File: src/rtl/logic_gate_pkg.sv
// Shared definitions for the registered bitwise logic unit: opcode
// encodings and the legal parameter ranges.
package logic_gate_pkg;

    // Opcode encodings for in_op / out_op
    localparam logic [2:0] OP_AND  = 3'd0;
    localparam logic [2:0] OP_NAND = 3'd1;
    localparam logic [2:0] OP_OR   = 3'd2;
    localparam logic [2:0] OP_NOR  = 3'd3;
    localparam logic [2:0] OP_XOR  = 3'd4;
    localparam logic [2:0] OP_XNOR = 3'd5;
    localparam logic [2:0] OP_BUF  = 3'd6;
    localparam logic [2:0] OP_NOT  = 3'd7;

    // Legal parameter ranges
    localparam int MIN_WIDTH = 1;
    localparam int MAX_WIDTH = 32;
    localparam int MIN_NIN   = 2;
    localparam int MAX_NIN   = 8;

endpackage

File: src/rtl/logic_gate_pipe_gate_slice.sv
// One bit position of the gate network: reduces NIN operand bits with
// built-in gate primitives and selects the result named by the opcode.
module gate_slice
    import logic_gate_pkg::*;
#(
    parameter int NIN = 2
) (
    input  logic [NIN-1:0] in_bits,
    input  logic [2:0]     op,
    output logic           y
);

    // Unused primitive inputs are tied to the identity element of each
    // gate (1 for and/nand, 0 for or/nor/xor/xnor), so one fixed-width
    // instance per gate type computes the NIN-operand reduction exactly.
    logic [MAX_NIN-1:0] one_pad;
    logic [MAX_NIN-1:0] zero_pad;

    wire y_and;
    wire y_nand;
    wire y_or;
    wire y_nor;
    wire y_xor;
    wire y_xnor;
    wire y_buf;
    wire y_not;

    // Pad the live operand bits out to the fixed primitive width
    always_comb begin
        one_pad            = '1;
        zero_pad           = '0;
        one_pad[NIN-1:0]   = in_bits;
        zero_pad[NIN-1:0]  = in_bits;
    end

    and  u_and  (y_and,  one_pad[0],  one_pad[1],  one_pad[2],  one_pad[3],
                         one_pad[4],  one_pad[5],  one_pad[6],  one_pad[7]);
    nand u_nand (y_nand, one_pad[0],  one_pad[1],  one_pad[2],  one_pad[3],
                         one_pad[4],  one_pad[5],  one_pad[6],  one_pad[7]);
    or   u_or   (y_or,   zero_pad[0], zero_pad[1], zero_pad[2], zero_pad[3],
                         zero_pad[4], zero_pad[5], zero_pad[6], zero_pad[7]);
    nor  u_nor  (y_nor,  zero_pad[0], zero_pad[1], zero_pad[2], zero_pad[3],
                         zero_pad[4], zero_pad[5], zero_pad[6], zero_pad[7]);
    xor  u_xor  (y_xor,  zero_pad[0], zero_pad[1], zero_pad[2], zero_pad[3],
                         zero_pad[4], zero_pad[5], zero_pad[6], zero_pad[7]);
    xnor u_xnor (y_xnor, zero_pad[0], zero_pad[1], zero_pad[2], zero_pad[3],
                         zero_pad[4], zero_pad[5], zero_pad[6], zero_pad[7]);
    buf  u_buf  (y_buf,  in_bits[0]);
    not  u_not  (y_not,  in_bits[0]);

    // Select the gate output named by the opcode
    always_comb begin
        y = 1'b0;
        case (op)
            OP_AND:  y = y_and;
            OP_NAND: y = y_nand;
            OP_OR:   y = y_or;
            OP_NOR:  y = y_nor;
            OP_XOR:  y = y_xor;
            OP_XNOR: y = y_xnor;
            OP_BUF:  y = y_buf;
            OP_NOT:  y = y_not;
            default: y = 1'b0;
        endcase
    end

endmodule

File: src/rtl/logic_gate_pipe.sv
// Two-stage registered bitwise logic unit. S1 captures operands and
// opcode, S2 captures the gate-network result and drives the outputs.
// Handshake: a beat moves on any cycle where valid && ready are both high;
// ready is computed combinationally back through the stages so a full
// pipeline still accepts a beat in the same cycle the output is taken.
module logic_gate_pipe
    import logic_gate_pkg::*;
#(
    parameter int WIDTH = 8,
    parameter int NIN   = 2,
    parameter int CNT_W = 16
) (
    input  logic                 clk,
    input  logic                 rst_n,
    input  logic                 in_valid,
    output logic                 in_ready,
    input  logic [NIN*WIDTH-1:0] in_data,
    input  logic [2:0]           in_op,
    output logic                 out_valid,
    input  logic                 out_ready,
    output logic [WIDTH-1:0]     out_data,
    output logic [2:0]           out_op,
    output logic [CNT_W-1:0]     done_cnt
);

    if (WIDTH < MIN_WIDTH || WIDTH > MAX_WIDTH || NIN < MIN_NIN || NIN > MAX_NIN) begin : g_param_check
        $error("logic_gate_pipe: WIDTH or NIN outside the supported range");
    end

    localparam logic [CNT_W-1:0] CNT_ONE = {{(CNT_W-1){1'b0}}, 1'b1};

    logic                 s1_valid_q, s1_valid_d;
    logic [NIN*WIDTH-1:0] s1_data_q,  s1_data_d;
    logic [2:0]           s1_op_q,    s1_op_d;
    logic                 s2_valid_q, s2_valid_d;
    logic [WIDTH-1:0]     s2_data_q,  s2_data_d;
    logic [2:0]           s2_op_q,    s2_op_d;
    logic [CNT_W-1:0]     done_cnt_q, done_cnt_d;

    logic                 s1_ready;
    logic                 s2_ready;
    logic                 s1_load;
    logic                 s2_load;
    logic [WIDTH-1:0]     net_result;

    // Gate network: one slice per bit position, fed from the S1 registers
    for (genvar i = 0; i < WIDTH; i++) begin : g_bit
        logic [NIN-1:0] slice_bits;

        // Gather bit i of every operand
        always_comb begin
            slice_bits = '0;
            for (int k = 0; k < NIN; k++) begin
                slice_bits[k] = s1_data_q[k*WIDTH + i];
            end
        end

        gate_slice #(.NIN(NIN)) u_slice (
            .in_bits (slice_bits),
            .op      (s1_op_q),
            .y       (net_result[i])
        );
    end

    // Ready chain, stage loads and next-state values
    always_comb begin
        s2_ready   = !s2_valid_q || out_ready;
        s1_ready   = !s1_valid_q || s2_ready;
        s1_load    = in_valid && s1_ready;
        s2_load    = s1_valid_q && s2_ready;

        s1_valid_d = s1_load || (s1_valid_q && !s2_ready);
        s1_data_d  = s1_data_q;
        s1_op_d    = s1_op_q;
        if (s1_load) begin
            s1_data_d = in_data;
            s1_op_d   = in_op;
        end

        s2_valid_d = s2_load || (s2_valid_q && !out_ready);
        s2_data_d  = s2_data_q;
        s2_op_d    = s2_op_q;
        if (s2_load) begin
            s2_data_d = net_result;
            s2_op_d   = s1_op_q;
        end

        done_cnt_d = done_cnt_q;
        if (s2_valid_q && out_ready && (done_cnt_q != {CNT_W{1'b1}})) begin
            done_cnt_d = done_cnt_q + CNT_ONE;
        end
    end

    // Pipeline and counter registers; reset discards every in-flight beat
    always_ff @(posedge clk or negedge rst_n) begin
        if (!rst_n) begin
            s1_valid_q <= 1'b0;
            s1_data_q  <= '0;
            s1_op_q    <= '0;
            s2_valid_q <= 1'b0;
            s2_data_q  <= '0;
            s2_op_q    <= '0;
            done_cnt_q <= '0;
        end else begin
            s1_valid_q <= s1_valid_d;
            s1_data_q  <= s1_data_d;
            s1_op_q    <= s1_op_d;
            s2_valid_q <= s2_valid_d;
            s2_data_q  <= s2_data_d;
            s2_op_q    <= s2_op_d;
            done_cnt_q <= done_cnt_d;
        end
    end

    assign in_ready  = s1_ready;
    assign out_valid = s2_valid_q;
    assign out_data  = s2_data_q;
    assign out_op    = s2_op_q;
    assign done_cnt  = done_cnt_q;

endmodule
File: config.mk
export PLATFORM = sky130hd
export DESIGN_NAME = logic_gate_pipe
export DESIGN_NICKNAME = d
export VERILOG_FILES = /design/src/rtl/logic_gate_pkg.sv /design/src/rtl/logic_gate_pipe_gate_slice.sv /design/src/rtl/logic_gate_pipe.sv
export SDC_FILE = /design/constraint.sdc
export NUM_CORES = 1
export LEC_CHECK = 0
export ABC_AREA = 1
export CAP_MARGIN = 20
export CELL_PAD_IN_SITES_DETAIL_PLACEMENT = 1
export CELL_PAD_IN_SITES_GLOBAL_PLACEMENT = 2
export CORE_UTILIZATION = 33
export CTS_CLUSTER_DIAMETER = 150
export DETAILED_ROUTE_END_ITERATION = 16
export GPL_TIMING_DRIVEN = 0
export PLACE_DENSITY = 0.86
export SETUP_SLACK_MARGIN = 0.05
export SLEW_MARGIN = 20
export SYNTH_ARGS = -nofsm -noshare
export SYNTH_HDL_FRONTEND = slang
export SYNTH_SLANG_ARGS = --single-unit
File: constraint.sdc
create_clock -name clk -period 2.8 [get_ports clk]
set_clock_uncertainty 0.1 [all_clocks]
set_input_delay 0.28 -clock clk [delete_from_list [all_inputs] [get_ports clk]]
set_output_delay 0.28 -clock clk [all_outputs]
set_load 0.01 [all_outputs]
==> flow_results.org <==
** Status
- The flow ran to the end, and the final reports show no timing, DRC or antenna violations.

** Clock network
- Number of hold buffers added after CTS :: 1
- In this run the clock root is driven by a clkbuf_8.
- Clock buffers created by TritonCTS :: 5
- TritonCTS Sinks :: 48
- Clock-pin slew reported for the worst setup and hold paths after clock tree synthesis :: around 90 ps
- Clock H-tree levels :: 2
- Total of cells resized after clock tree synthesis :: 0
- CTS Buffer Depth :: 2
- In this run the post-CTS setup repair buffer count came out at 0.
- At the later pin of the worst-skew pair, clock insertion delay measures 300 ps.
- CTS tree :: done

** Cells and area
- Footprint of the multi-input gates :: 0.00170 sq mm
- Fill cells :: ~1200
- At the end of the flow, the number of nets in the layout was between 500 and 600.
- Count of inserted antenna diode cells :: 0
- The sequential cells in the finished layout cover a total of 0.00120 sq mm.
- Layout cell share with drive strength beyond 1 :: under 10%
- Final core area utilization :: 42.6%
- Syn-to-layout area delta :: 24.2%

** Synth
- After synthesis, the largest area contributor takes up 37.6% of total cell area.
- Share of synthesized area occupied by flip-flops and latches :: 37.6%
- Post-synthesis cell area :: 0.00320 sq mm
- Cell type contributing the most total cell area after synthesis :: dfrtp_1
- In the synthesized netlist, the cells that appear most often are 136 x nand2_1, 50 x nor2_1, 48 x dfrtp_1.
- Synth async-reset ratio :: 100%
- Count of mapped cells out of synthesis :: between 400 and 500
- After synthesis, the cell types taking the most area are dfrtp_1 38%, nand2_1 16%, ha_1 6.7%.
- Most instantiated library cell after synthesis :: nand2_1
- EDFF count, synth :: 0
- Synthesized flop and latch total :: 48
- Top FF cell, synth :: dfrtp_1
- The Yosys step of the flow raised 0 warnings.
- The number of different library cells used by synthesis comes to 27.
- After synthesis, the mean cell area works out to slightly above 7 sq um.
- Net count of the mapped netlist :: 485

** Die
- Overall die area :: 0.0101 sq mm
- # rows :: 35
- The initial utilization of the core area, before any placement, comes to 34.3%.
- The die is 100 microns wide.
- In this run the standard cell core region covers approximately 0.0093 sq mm.
- In this run the vertical extent of the chip is between 100 and 150 microns.
- I/O Pins :: 52

** Placement
- RD Place Congestion :: slightly below 0.8
- Count of input and output buffers :: 51
- Pre-CTS WS :: around 610 ps
- Once detailed placement completed, the half-perimeter wirelength came to 6.90 mm.

** Timing
- Setup violations remaining at the end of the flow were counted as 0.
- For the pin with the worst max-slew slack, the measured transition is 636 ps.
- The count of final hold-check violations is 0.
- Smallest setup slack after layout :: 924 ps
- Max-Slew Margin vs Limit :: 57.6%
- Fmax :: between 0.5 and 0.6 GHz
- Final hold analysis gives a worst-case slack of 381 ps.
- Setup repair after global routing left no endpoint under its margin.
- Final cycle utilization of the critical path :: between 60% and 70%
- Time the worst path needs with I/O delays and setup :: 1880 ps
- Final Slew Violations :: 0

** Setup path
- Capturing point of the worst reg2reg path :: done_cnt[10]$_DFFE_PN0P_
- Classification of the worst setup path :: in -> out
- Worst Setup SP :: out_ready
- Across all register-to-register paths, the minimum setup slack is between 1000 and 1500 ps.
- The worst setup path is captured at an output pin.
- The worst register-to-register path has a depth of 9.
- Origin of the critical flop-to-flop path :: done_cnt[0]$_DFFE_PN0P_
- STA classifies the critical path startpoint as an input port.
- Worst Path Arrival :: roughly 1500 ps
- Peak fanout along the critical path :: 3
- At the worst endpoint, the required time is about 2400 ps.

** Drt
- The count of nets left with antenna violations once routing finished came out at 0.
- After detailed routing, the number of vias per cell comes to 4.80.
- Dividing the detail-routed wire length by the instance count gives 14.6 microns.
- The first TritonRoute pass finished after 4 iterations.
- The detailed router placed 3042 vias in this run.
- For this run, design rule violations remaining after detail routing come to 0.
- In this run, the number of DRC markers left after iteration 0 of detailed routing was between 100 and 150.
- The routed design has slightly above 9 mm of wire.

** Pwr
- Pleak :: 2.00 nW
- The worst-case IR drop observed on VDD is around 240 uV.
- Tot Pwr :: around 2.2 mW
- Power density relative to cell area :: 566 mW/mm^2

** Job
- Max-cap violations in this run came to 0.

** Hold path
- In this run the most critical hold path is launched from out_data[3]$_DFFE_PN0P_.
- Worst min-delay path class :: reg -> reg
- Along the worst hold path, the cell count comes to 2.
- Hold worst-path end :: out_data[3]$_DFFE_PN0P_

** Global routing
- Largest net degree at the start of global routing :: 49
- Via count of the first global-routing pass :: between 3000 and 4000
- In the global route stage, overall resource usage came out at 20.2%.
- First-pass GRT wire length :: 15.9 mm
- Number of antenna violations at the first check in global routing :: 0
- The total overflow left after global routing is 0.
## cell families (layout without fill, tap and decap cells)
family	Yosys count	in the layout	synth area share, %
flops	48	48	37.6
xor+xnor	7	7	1.92
fa+ha+maj	17	17	6.65
simple gates	263	263	37.5
buf+inv	68	128	9.23
compound gates	42	42	7.12
## where the power goes
group | internal (mW) | leakage, nW | switching, mW
logic | 0.390 | 1.37 | 0.479
registers | 0.819 | 0.582 | 0.111
clock network | 0.201 | 0.0445 | 0.246
total | 1.41 | 2.00 | 0.836
## metrics by stage
step                      cells  cell area [sq um]  setup TNS, ps
after floorplan             445               3200              0
after global placement      625               3870          -7990
after detailed placement    625               3870              0
after CTS                   634               3970              0
after global routing        634               3970              0
final                       634               3970              0
## area by class of cell
type | count | area share, %
plain buffers | 20 | 2.90
clock buffers | 7 | 2.17
clock inverters | 1 | 0.189
inverters | 48 | 4.54
multi-input cells | 329 | 42.8
flip-flops and latches | 48 | 30.2
well taps | 129 | 4.06
repair buffers | 52 | 13.0
## sequential cells by signal, summed over array words and instances, names as in the netlist
name / count
done_cnt: 16
s1_data_q: 16
out_data: 8
out_op: 3
s1_op_q: 3
out_valid: 1
s1_valid_q: 1
## worst max-delay path, cell delays in order
cell and delay, ps:
clkdlybuf4s50_1 480, inv_1 70, nand3_1 110, clkdlybuf4s50_1 550
## placed cells by master (no fill, tap or decap)
cell type,instances
buf_1,2
buf_6,2
nor2_2,2
buf_2,8
inv_2,3
nor2_8,1
clkbuf_8,6
dlygate4sd3_1,1
clkbuf_1,5
clkinvlp_4,1
a21boi_0,1
xor2_1,2
clkdlybuf4s50_1,50
nand3_1,31
xnor2_1,5
o21ai_4,1
nand3b_1,16
nand2_2,2
o21ai_0,13
inv_1,45
ha_1,17
a21oi_2,1
nand2_1,136
buf_4,5
nand4_1,20
nor2_4,4
nor2_1,50
o21ai_1,7
nand2_4,1
dfrtp_1,48
a21oi_1,19
## worst max path at each step
stage | to | cells after the start
after global placement | done_cnt[15]$_DFFE_PN0P_ | 1
after global routing | out_op[2]$_DFFE_PN0P_ | 6
after CTS | in_ready | 4
final | in_ready | 4
after floorplan | done_cnt[10]$_DFFE_PN0P_ | 9
after detailed placement | out_data[4]$_DFFE_PN0P_ | 7
## per-layer routing
| layer | vias up | share of wire [%] | GRT usage, % | wire (microns) |
|---|---|---|---|---|
| li1 | 1535 | - | - | - |
| met4 | 0 | 0.78 | 4.35 | 72 |
| met2 | 42 | 50 | 36.7 | 4680 |
| met5 | - | 0 | 0 | 0 |
| met1 | 1459 | 46 | 25.0 | 4240 |
| met3 | 6 | 3.1 | 3.41 | 289 |
Power figures use the tool's default switching activity.
==> variant (config.mk and constraints unchanged) <==
The parameter `WIDTH` goes from 8 to 10.
--- a/src/rtl/logic_gate_pipe.sv
+++ b/src/rtl/logic_gate_pipe.sv
@@ -7,5 +7,5 @@
     import logic_gate_pkg::*;
 #(
-    parameter int WIDTH = 8,
+    parameter int WIDTH = 10,
     parameter int NIN   = 2,
     parameter int CNT_W = 16
Ports: changed (resized in_data and out_data); port bits go from 52 to 58. No check against the original RTL was run, so the function may have changed too.
==> variant against the original RTL <==
Final cell count increased by 14%; critical path depth increased by 4; combinational power increased by 6.6%; power increased by 7.8%; worst setup slack got worse by 110 ps; clock power increased by 4%; sequential cell count increased by 6; cell area increased by 12%; fmax decreased by 5.7%; wire length increased by 13%; sequential power increased by 11%; area after synthesis increased by 13%; highest routed layer unchanged.
==> variant: results (changes against the original RTL) <==
metric;value;unit;change
synth.area.top_cells;dfrtp_1 (37%), nand2_1 (17%), ha_1 (7.3%);;was dfrtp_1 (38%), nand2_1 (16%), ha_1 (6.7%)
grt_usage;19.59;%;was 20.23%
critPathCapture;done_cnt[8];;was in_ready
dpl-instance-area;0.004345;mm2;was 0.003867 mm2
max_slew_margin;53.09;%;was 57.62%
critPathSlowestCell;dfrtp_1;;was clkdlybuf4s50_1
dp.final_hpwl;8.500;mm;was 6.903 mm
vdd_drop_max;0.0002089;V;was 0.0002423 V
dr_wl_met2;5.301;mm;was 4.679 mm
fin_nets;632;;was 544
drtIter0Drc;111;;was 101
p_leak;2.279;nW;was 1.997 nW
portBuffers;57;;was 51
switchingPower;0.9021;mW;was 0.8358 mW
comb_power_share;38.2;%;was 38.7%
wl_met1;4.847;mm;was 4.239 mm
synth_commonest_cells;nand2_1 (163), nor2_1 (64), inv_1 (55), dfrtp_1 (54), nand3_1 (37);;was nand2_1 (136), nor2_1 (50), dfrtp_1 (48), inv_1 (45), nand3_1 (31)
dr_wl_met3;272;um;was 289 um
cp_max_fo;10;;was 3
startpoint;done_cnt[0];;was out_ready
pwr-share-seq;42.7;%;was 41.4%
ff2ff_path_depth;8;;was 9
cpLargestDelayFamily;simple AND/OR/NAND/NOR gates;;was buffers and inverters
hold-path-endpoint;out_valid;;was out_data[3]
ys_seq_area_share;37.46;%;was 37.56%
status;complete, no violations;;unchanged
met2_usage;36.64;%;was 36.72%
grt_pass1_wl;17.62;mm;was 15.93 mm
sw_frac_of_total;37.24;%;was 37.21%
route.vias.total;3486;;was 3042
-- variant: cells by family after synthesis --
| kind of cell | synth area share [%] |
|---|---|
| xor+xnor | 1.457 |
| flops | 37.46 |
| compound gates | 6.209 |
| fa+ha+maj | 7.284 |
| buf+inv | 9.019 |
| simple gates | 38.57 |
-- variant: stage by stage --
step           hold slack [ps]  setup WS [ps]  cells  util (%)
2_1_floorplan           -115.6           1096    519         -
3_5_place_dp             290.3          576.7    712     41.53
4_1_cts                  400.6          768.7    721     42.50
3_3_place_gp             352.0         -412.5    712     41.56
5_1_grt                  412.0          673.4    721     42.50
6_report                 392.0          811.5    721     42.50
-- variant: area by class of cell --
type	count	area, um2	share of cell area, %
buffer	27	118.9	2.673
clock buffer	7	86.33	1.941
clock inverter	1	5.005	0.1125
inverter	55	206.4	4.643
multi-input combinational	383	1931	43.42
sequential	54	1351	30.39
tap	136	170.2	3.827
timing repair buffer	58	578.1	13.00
